**src/rtl/instruction_fetch_pkg.sv**
```systemverilog
// rtl/instruction_fetch_pkg.sv - shared constants and types for the fetch stage
package instruction_fetch_pkg;

  localparam logic [31:0] RESET_PC_DEFAULT         = 32'h0000_0000;
  localparam logic [31:0] INSTR_NOP                = 32'h0000_0013;
  localparam int          FETCH_FIFO_DEPTH_DEFAULT = 4;

  typedef struct packed {
    logic [31:0] pc;
    logic [31:0] instr;
  } fetch_entry_t;

  function automatic logic [31:0] align_word(input logic [31:0] addr);
    return addr & ~32'h0000_0003;
  endfunction

endpackage

```
**src/rtl/fetch_fifo.sv**
```systemverilog
// rtl/fetch_fifo.sv - synchronous fetch queue with push, pop, flush and occupancy count
module fetch_fifo #(
  parameter int DEPTH = 4,
  parameter int WIDTH = 64
) (
  input  logic                   clk,
  input  logic                   rst_n,
  input  logic                   push,
  input  logic                   pop,
  input  logic                   flush,
  input  logic [WIDTH-1:0]       wdata,
  output logic [WIDTH-1:0]       rdata,
  output logic                   empty,
  output logic [$clog2(DEPTH):0] count
);

  localparam int AW = $clog2(DEPTH);
  localparam logic [AW-1:0] PTR_ONE  = AW'(1);
  localparam logic [AW:0]   CNT_ONE  = (AW+1)'(1);
  localparam logic [AW:0]   CNT_FULL = (AW+1)'(DEPTH);

  logic [WIDTH-1:0] mem [DEPTH];
  logic [AW-1:0]    wr_ptr;
  logic [AW-1:0]    rd_ptr;
  logic             do_push;
  logic             do_pop;

  assign empty   = (count == '0);
  assign do_pop  = pop && !empty;
  // A push into a full queue is accepted when the head leaves in the same cycle.
  assign do_push = push && ((count != CNT_FULL) || do_pop);
  assign rdata   = mem[rd_ptr];

  always_ff @(posedge clk or negedge rst_n) begin
    if (!rst_n) begin
      for (int i = 0; i < DEPTH; i++) mem[i] <= '0;
      wr_ptr <= '0;
      rd_ptr <= '0;
      count  <= '0;
    end else if (flush) begin
      wr_ptr <= '0;
      rd_ptr <= '0;
      count  <= '0;
    end else begin
      if (do_push) begin
        mem[wr_ptr] <= wdata;
        wr_ptr      <= wr_ptr + PTR_ONE;
      end
      if (do_pop) rd_ptr <= rd_ptr + PTR_ONE;
      if (do_push && !do_pop)      count <= count + CNT_ONE;
      else if (do_pop && !do_push) count <= count - CNT_ONE;
    end
  end

  a_no_overflow: assert property (@(posedge clk) disable iff (!rst_n)
    (push && !flush) |-> ((count != CNT_FULL) || pop));

endmodule

```
**src/rtl/instruction_fetch.sv**
```systemverilog
// rtl/instruction_fetch.sv - RV32I fetch stage: PC, credit-limited imem requests, response queue, redirect flush
module instruction_fetch
  import instruction_fetch_pkg::*;
#(
  parameter logic [31:0] RESET_PC   = RESET_PC_DEFAULT,
  parameter int          FIFO_DEPTH = FETCH_FIFO_DEPTH_DEFAULT
) (
  input  logic        clk,
  input  logic        rst_n,
  output logic        imem_req_valid,
  input  logic        imem_req_ready,
  output logic [31:0] imem_req_addr,
  input  logic        imem_resp_valid,
  input  logic [31:0] imem_resp_data,
  input  logic        redirect_valid,
  input  logic [31:0] redirect_pc,
  output logic        if_valid,
  input  logic        if_ready,
  output logic [31:0] if_instruction,
  output logic [31:0] if_pc
);

  localparam int CW = $clog2(FIFO_DEPTH) + 1;
  localparam logic [CW-1:0] ONE       = CW'(1);
  localparam logic [CW-1:0] DEPTH_LIM = CW'(FIFO_DEPTH);

  logic [31:0]   pc_q;
  logic [31:0]   resp_pc_q;
  logic [CW-1:0] outstanding;
  logic [CW-1:0] outstanding_nxt;
  logic [CW-1:0] drop_cnt;
  logic [CW-1:0] fifo_count;
  logic [CW:0]   credit_used;
  logic          req_fire;
  logic          fifo_push;
  logic          fifo_pop;
  logic          fifo_empty;
  logic [31:0]   redirect_target;
  fetch_entry_t  wr_entry;
  fetch_entry_t  head_entry;

  // Every in-flight request owns a queue slot, so responses can never overflow the queue.
  assign credit_used     = {1'b0, outstanding} + {1'b0, fifo_count};
  assign imem_req_valid  = rst_n && !redirect_valid && (credit_used < {1'b0, DEPTH_LIM});
  assign imem_req_addr   = pc_q;
  assign req_fire        = imem_req_valid && imem_req_ready;
  assign redirect_target = align_word(redirect_pc);

  assign fifo_push = imem_resp_valid && !redirect_valid && (drop_cnt == '0);
  assign fifo_pop  = if_valid && if_ready;
  assign wr_entry  = '{pc: resp_pc_q, instr: imem_resp_data};

  always_comb begin
    outstanding_nxt = outstanding;
    if (req_fire && !imem_resp_valid)      outstanding_nxt = outstanding + ONE;
    else if (!req_fire && imem_resp_valid) outstanding_nxt = outstanding - ONE;
  end

  always_ff @(posedge clk or negedge rst_n) begin
    if (!rst_n) begin
      pc_q        <= RESET_PC;
      resp_pc_q   <= RESET_PC;
      outstanding <= '0;
      drop_cnt    <= '0;
    end else begin
      outstanding <= outstanding_nxt;
      if (redirect_valid) begin
        // Whatever is still in flight after this cycle belongs to the wrong path.
        pc_q      <= redirect_target;
        resp_pc_q <= redirect_target;
        drop_cnt  <= outstanding_nxt;
      end else begin
        if (req_fire) pc_q <= pc_q + 32'd4;
        if (imem_resp_valid) begin
          if (drop_cnt != '0) drop_cnt  <= drop_cnt - ONE;
          else                resp_pc_q <= resp_pc_q + 32'd4;
        end
      end
    end
  end

  fetch_fifo #(
    .DEPTH (FIFO_DEPTH),
    .WIDTH ($bits(fetch_entry_t))
  ) u_fetch_fifo (
    .clk   (clk),
    .rst_n (rst_n),
    .push  (fifo_push),
    .pop   (fifo_pop),
    .flush (redirect_valid),
    .wdata (wr_entry),
    .rdata (head_entry),
    .empty (fifo_empty),
    .count (fifo_count)
  );

  assign if_valid       = !fifo_empty;
  assign if_instruction = head_entry.instr;
  assign if_pc          = head_entry.pc;

  a_counters: assert property (@(posedge clk) disable iff (!rst_n)
    (drop_cnt <= outstanding) && (outstanding <= DEPTH_LIM));
  a_resp_expected: assert property (@(posedge clk) disable iff (!rst_n)
    imem_resp_valid |-> (outstanding != '0));

endmodule
```
**config.mk**
```make
export PLATFORM = sky130hd
export DESIGN_NAME = instruction_fetch
export DESIGN_NICKNAME = d
export VERILOG_FILES = /design/src/rtl/instruction_fetch_pkg.sv /design/src/rtl/fetch_fifo.sv /design/src/rtl/instruction_fetch.sv
export SDC_FILE = /design/constraint.sdc
export NUM_CORES = 1
export LEC_CHECK = 0
export ABC_AREA = 1
export CAP_MARGIN = 25
export CORE_MARGIN = 3
export CORE_UTILIZATION = 52
export CTS_CLUSTER_DIAMETER = 50
export DETAILED_ROUTE_END_ITERATION = 10
export GPL_TIMING_DRIVEN = 0
export PLACE_DENSITY = 0.77
export SLEW_MARGIN = 20
export SYNTH_ARGS = -nofsm -noshare
export SYNTH_HDL_FRONTEND = slang
export SYNTH_HIERARCHICAL = 1
export SYNTH_SLANG_ARGS = --single-unit
```
**constraint.sdc**
```tcl
create_clock -name clk -period 2.2 [get_ports clk]
set_clock_uncertainty 0.2 [all_clocks]
set_input_delay 0.33 -clock clk [delete_from_list [all_inputs] [get_ports clk]]
set_output_delay 0.33 -clock clk [all_outputs]
set_load 0.02 [all_outputs]
```
==> impl_metrics.env, run 1 <==
export IMPL_tightest_slew_ns=0.903
export IMPL_syn_area_per_cell_um2=8.53
export IMPL_io_buffer_count=163
export IMPL_dr_pass1_iters=6
export IMPL_dieWidth_um=187
export IMPL_setup_viol=323
export IMPL_vdd_drop_max_uv=766
export IMPL_syn_to_final_growth_pct=48.7
export IMPL_die_area_um2=35100
export IMPL_finalInstanceArea_um2=25400
export IMPL_core_um2=32000
export IMPL_end_kind="primary output"
export IMPL_final_nets=2402
export IMPL_startpoint="u_fetch_fifo/rd_ptr[0]"
export IMPL_total_power_mw=22.4
export IMPL_arrival_ns=2.22
export IMPL_power_density_nw_per_um2=881
export IMPL_drc=0
export IMPL_clockRootBuffer="clkbuf_16"
export IMPL_avgViaCountPerCell=6.48
export IMPL_synth_cell_types=37
export IMPL_violations="negative hold slack, negative setup slack"
export IMPL_clock_path_buffers=3
export IMPL_min_period_ns=2.75
export IMPL_rsz0062_at_grt="yes"
export IMPL_synth_area_leaders="dfrtp_1 (48%), nand2_1 (11%), o21ai_2 (9.6%), o21ai_0 (4.4%), nor2_1 (4.3%)"
export IMPL_post_route_util=0.796
export IMPL_antenna_found_initial=0
export IMPL_status="finished with violations"
export IMPL_start_util=0.535
export IMPL_setup_ws_ns=-0.546
export IMPL_fin_crit_sh=1.25
export IMPL_first_iter_violations=2423
export IMPL_ys_seq_area_frac=0.481
export IMPL_hold_class="in2async"
export IMPL_synth_top_cell_area_share=0.481
export IMPL_max_slew_margin=0.396
export IMPL_grt_pass1_wl_um=87600
export IMPL_ys_seq_elements=329
export IMPL_dpl_cell_area_um2=19400
export IMPL_routabilityCongestion=0.983
export IMPL_slew_violations=0
export IMPL_numCtsBuffers=40
export IMPL_drt_wl_total_um=73300
export IMPL_holdWs_ns=-0.488
export IMPL_yosysTopAreaCell="dfrtp_1"
export IMPL_gr_total_overflow=0
export IMPL_num_vias=18000
export IMPL_synthesis_area_um2=17100
export IMPL_synthCells=2007
export IMPL_drive_gt1_frac=0.394
export IMPL_num_rows=65
export IMPL_crit_required_ns=1.67
export IMPL_antenna_left=0
export IMPL_startpoint_type="register"
export IMPL_hold_viol=76
export IMPL_leakagePower_nw=11.9
export IMPL_cp_max_fo=10
export IMPL_htree_levels=2
export IMPL_r2r_start="drop_cnt[0]"
export IMPL_maxCapViolations=0
export IMPL_detail_route_wl_per_cell_um=26.4
export IMPL_grt_use_total=0.310
export IMPL_grt_start_max_net_pins=102
export IMPL_clock_sinks=329
export IMPL_cts_tree="done"
export IMPL_num_antenna_cells=0
export IMPL_boundaryPins=168
export IMPL_fmax_mhz=364
export IMPL_yosys_warnings=6
export IMPL_clk_pin_slew_worst_paths_ns=0.07
export IMPL_die_h_um=187
export IMPL_first_global_vias=16100
export IMPL_dpl_hpwl_um=33900
export IMPL_regToRegSetupSlack_ns=-0.21
export IMPL_clk_latency_ns=0.55
export IMPL_path_class="reg2out"
-- power by group --
group,switching [mW],internal (mW)
Sequential,1.15,6.98
Combinational,4.29,3.23
Clock,2.74,4.02
-- critical path, stage by stage (launching register included) --
cell and delay [ns]:
dfrtp_2 0.45, buf_12 0.18, clkinv_16 0.09, clkbuf_4 0.22, o21ai_0 0.33, o22ai_1 0.19, buf_4 0.20
-- cells in the final DEF (no fill, tap or decap), types with 59 or more instances in the layout --
cell / n
nor2_1: 158
clkdlybuf4s50_1: 95
clkbuf_16: 83
nand2_4: 113
buf_4: 59
o21ai_2: 251
nand2_1: 341
nand2_2: 87
dfrtp_1: 326
inv_1: 149
buf_12: 60
o21ai_1: 74
o21ai_0: 64
-- flip-flops by register name (all words and copies together) (netlist names) --
name,cells
u_fetch_fifo/wr_ptr,2
outstanding,3
u_fetch_fifo/rd_ptr,2
u_fetch_fifo/count,3
resp_pc_q,30
drop_cnt,3
u_fetch_fifo/mem,256
imem_req_addr,30
-- cell usage after synthesis --
| cell type | count |
|---|---|
| nand3_2 | 2 |
| o211ai_1 | 13 |
| a31oi_1 | 1 |
| clkbuf_1 | 35 |
| nor3_4 | 1 |
| nor3_1 | 20 |
| buf_6 | 54 |
| xnor2_1 | 4 |
| o221ai_1 | 6 |
| nand2_1 | 523 |
| buf_2 | 13 |
| a31o_2 | 1 |
| ha_1 | 12 |
| nand4_1 | 11 |
| nor2_2 | 3 |
| inv_1 | 156 |
| o21ai_1 | 70 |
| nand3_1 | 59 |
| nor2_8 | 1 |
| nor3_2 | 2 |
| buf_4 | 11 |
| xor2_1 | 32 |
| nand2_4 | 7 |
| fa_1 | 1 |
| nor2_4 | 4 |
| nor2_1 | 195 |
| inv_8 | 1 |
| a21oi_1 | 9 |
| o21ai_0 | 149 |
| dfrtp_1 | 329 |
| o22ai_1 | 64 |
| o21ai_2 | 188 |
| o311ai_0 | 1 |
| conb_1 | 1 |
| inv_2 | 7 |
| nand3b_1 | 5 |
| nand2_2 | 16 |
-- stage by stage --
stage | setup TNS [ns] | instances | setup slack [ns]
floorplan | 0 | 2010 | 0.00706
global placement | -5104.35 | 2608 | -13.60
detailed placement | -259.33 | 2611 | -0.939
CTS | -60.89 | 2728 | -0.315
global route | -67.43 | 2778 | -0.526
finish | -51.92 | 2778 | -0.546
-- layout make-up --
class	count	area, µm²
inverter	164	659
buffer	110	1640
clock buffer	52	1110
clock inverter	14	195
fill	1639	6520
multi-input combinational	1404	9310
tap	435	544
timing repair buffer	270	3740
sequential	329	8240
-- path summary, 6_finish.rpt --
| path | end | depth (start not counted) |
|---|---|---|
| worst max-delay path | if_instruction[3] | 6 |
| worst min-delay path | u_fetch_fifo/mem[200] | 1 |
| worst max register to register | u_fetch_fifo/mem[116] | 14 |
| worst min register to register | u_fetch_fifo/mem[126] | 2 |
| max in group asynchronous | u_fetch_fifo/mem[75] | 3 |
| min in group clk | imem_req_addr[28] | 3 |
-- cells by family after synthesis --
| kind of cell | synth area share |
|---|---|
| other | 0.000219 |
| adders and majority gates | 0.00994 |
| xor gates and xnor gates | 0.0184 |
| AOI/OAI and AO/OA | 0.196 |
| DFF | 0.481 |
| buffers and inverters | 0.0883 |
| and+or+nand+nor | 0.205 |
-- per-layer routing --
layer  vias to the layer above  routed length, µm  track usage
met1                      8549              24800        0.398
li1                       7252                  -            -
met3                       521               8590       0.0551
met5                         -                  0            0
met2                      1673              33600        0.515
met4                         0               6280        0.141
-- timing repair --
action	4_1_cts	5_1_grt
endpoints found under the hold margin	179	117
gates cloned	23	41
gates resized for setup	682	540
pin swaps	42	55
buffers inserted	28	11
endpoints found under the setup margin	348	352
(Power assumes the default switching activity.)
==> run 2, diff against run 1 <==
--- a/config.mk
+++ b/config.mk
@@ -6,10 +6,10 @@
 export NUM_CORES = 1
 export LEC_CHECK = 0
 export ABC_AREA = 1
-export CAP_MARGIN = 25
+export CAP_MARGIN = 20
+export CORE_ASPECT_RATIO = 0.75
 export CORE_MARGIN = 3
 export CORE_UTILIZATION = 52
-export CTS_CLUSTER_DIAMETER = 50
 export DETAILED_ROUTE_END_ITERATION = 10
 export GPL_TIMING_DRIVEN = 0
 export PLACE_DENSITY = 0.77
==> run 2 against run 1 <==
  * The flow finishes with violations (negative setup slack)
  * Wire length up 11%
  * Hold slack better by 0.52 ns
  * Via count up 4.4%
  * First-iteration DRC count up 29%
  * Fmax up 0.80%
  * Global-route usage up 2.6 points
  * Total power up 0.91%
  * Largest cell class unchanged
  * Largest power group unchanged
==> impl_metrics.env, run 2 (same netlist as run 1, synthesis figures left out) <==
export IMPL_status="finished with violations"
export IMPL_violations="negative setup slack"
export IMPL_hold_viol=0
export IMPL_critPathMaxStageDelay_ns=0.41
export IMPL_gr_total_overflow=0
export IMPL_fmax_mhz=367
export IMPL_first_global_vias=16100
export IMPL_slowest_stage="dfrtp_1"
export IMPL_boundaryPins=168
export IMPL_critPathTopFamily="buffers and inverters"
export IMPL_end_kind="primary output"
export IMPL_p_switching_mw=8.63
export IMPL_detail_route_wl_per_cell_um=29.0
export IMPL_hold_class="in2async"
export IMPL_cp_max_fo=10
export IMPL_die_h_um=163
export IMPL_cts_tree="done"
export IMPL_fin_crit_sh=1.24
export IMPL_total_power_mw=22.6
export IMPL_vdd_drop_max_uv=546
export IMPL_maxCapViolations=0
export IMPL_placedCellCount=2611
export IMPL_htree_levels=2
export IMPL_drive_gt1_frac=0.441
export IMPL_clk_latency_ns=0.55
export IMPL_numCtsBuffers=34
export IMPL_arrival_ns=2.19
export IMPL_dr_pass1_iters=7
export IMPL_syn_to_final_growth_pct=54.5
export IMPL_num_vias=18800
export IMPL_grt_use_total=0.336
export IMPL_internal_power_mw=14.0
export IMPL_grt_pass1_wl_um=92400
export IMPL_clock_power_share=0.276
export IMPL_power_density_nw_per_um2=856
export IMPL_path_common_cell="buf_6"
export IMPL_clock_path_buffers=3
export IMPL_mostFrequentLayoutCell="dfrtp_1"
export IMPL_rsz0062_at_grt="yes"
export IMPL_max_slew_margin=0.370
export IMPL_dieWidth_um=215
export IMPL_worstPathCellList="buf_6 > buf_6 > buf_8 > o21ai_1 > o22ai_2 > buf_6"
export IMPL_setup_ws_ns=-0.525
export IMPL_mostFrequentLayoutCells="dfrtp_1 (327), o21ai_2 (273), nand2_1 (270), nand2_4 (212), inv_1 (149)"
export IMPL_path_class="reg2out"
export IMPL_setup_viol=330
export IMPL_clock_sinks=329
export IMPL_final_nets=2420
export IMPL_top_register="u_fetch_fifo/mem"
export IMPL_slew_violations=0
export IMPL_crit_required_ns=1.67
export IMPL_dpl_hpwl_um=36200
export IMPL_core_um2=31800
export IMPL_tightest_slew_ns=0.942
export IMPL_routabilityCongestion=0.978
export IMPL_antenna_left=0
export IMPL_largest_register_ffs=256
export IMPL_crit_buf_inv=4
export IMPL_startpoint_type="register"
export IMPL_antenna_found_initial=0
export IMPL_first_iter_violations=3119
export IMPL_finalInstanceArea_um2=26400
export IMPL_pwr_share_comb=0.357
export IMPL_dpl_cell_area_um2=19400
export IMPL_start_util=0.538
export IMPL_drc=0
export IMPL_avgViaCountPerCell=6.72
export IMPL_swShare=0.382
export IMPL_final_cells=2797
export IMPL_num_rows=56
export IMPL_clk_pin_slew_worst_paths_ns=0.07
export IMPL_seqPwrFrac=0.368
export IMPL_min_period_ns=2.72
export IMPL_die_area_um2=35100
export IMPL_num_antenna_cells=0
export IMPL_grt_start_max_net_pins=100
export IMPL_clockRootBuffer="clkbuf_16"
export IMPL_leakagePower_nw=12.2
export IMPL_drt_wl_total_um=81000
export IMPL_io_buffer_count=163
-- run 2: cell count changes in the layout (fill, tap and decap cells not counted), moves of 7 or more --
cell	change
nand2_4	+99
nand2_1	-71
nand2_2	-28
o21ai_2	+22
buf_12	+16
nor2_1	-11
buf_6	+10
nor2_4	+10
o21ai_0	-9
o22ai_1	-8
clkbuf_16	-7
o21ai_1	-7
o22ai_2	+7
-- run 2: final timing paths --
| kind | startpoint | cells after the start | endpoint | slack (ns) |
|---|---|---|---|---|
| min in group clk | redirect_pc[12] | 3 | resp_pc_q[12] | 0.22 |
| max in group asynchronous | rst_n | 7 | u_fetch_fifo/mem[123] | 0.36 |
| max reg2reg | drop_cnt[1] | 14 | u_fetch_fifo/mem[93] | -0.49 |
| max | u_fetch_fifo/rd_ptr[0] | 6 | if_pc[0] | -0.52 |
| min reg2reg | u_fetch_fifo/mem[65] | 2 | u_fetch_fifo/mem[65] | 0.30 |
| min | rst_n | 6 | u_fetch_fifo/mem[155] | 0.03 |
-- run 2: metal layers --
layer | wire length [µm] | track usage | up-vias
met2 | 35500 | 0.517 | 1873
met5 | 0 | 0 | -
met3 | 11200 | 0.0896 | 628
met4 | 6890 | 0.104 | 0
met1 | 27400 | 0.468 | 9001
li1 | - | - | 7281
-- run 2: stage by stage --
stage           util  hold WS (ns)  setup TNS, ns  worst slack (ns)
2_1_floorplan      -        -0.166              0           0.00706
3_3_place_gp   0.607         0.258       -5101.19            -13.61
3_5_place_dp   0.610         0.120        -266.32             -1.11
4_1_cts        0.713        0.0807         -56.27            -0.301
5_1_grt        0.831        0.0797         -67.99            -0.538
6_report       0.831        0.0267         -61.07            -0.525
-- run 2: power groups by stage --
stage          logic (mW)  registers (mW)  clock network (mW)
4_1_cts              6.45            7.72                5.99
3_3_place_gp         5.84            7.77                   0
3_5_place_dp         5.97            7.78                   0
2_1_floorplan        3.44            7.69                   0
5_1_grt              8.42            8.35                6.40
6_report             8.07            8.32                6.23
-- run 2: layout make-up --
| type | count | area, µm² |
|---|---|---|
| Fill cell | 1544 | 5380 |
| Buffer | 112 | 1760 |
| Sequential cell | 329 | 8240 |
| Clock inverter | 7 | 87.6 |
| Timing Repair Buffer | 292 | 3970 |
| Tap cell | 435 | 544 |
| Inverter | 164 | 646 |
| Multi-Input combinational cell | 1404 | 10100 |
| Clock buffer | 54 | 1050 |
-- run 2: repair_timing --
action | 4_1_cts | 5_1_grt
setup endpoints to repair | 365 | 343
cloned | 21 | 35
pin swaps | 45 | 39
gates resized for setup | 700 | 777
endpoints found under the hold margin | 138 | 0
hold buffers | 13 | 0
setup buffers | 38 | 21
-- run 2: tightest hold or removal path: stages --
cell and delay (ns):
buf_16 0.08, buf_12 0.09, buf_12 0.09, buf_12 0.11
buf_16 0.14, buf_16 0.38
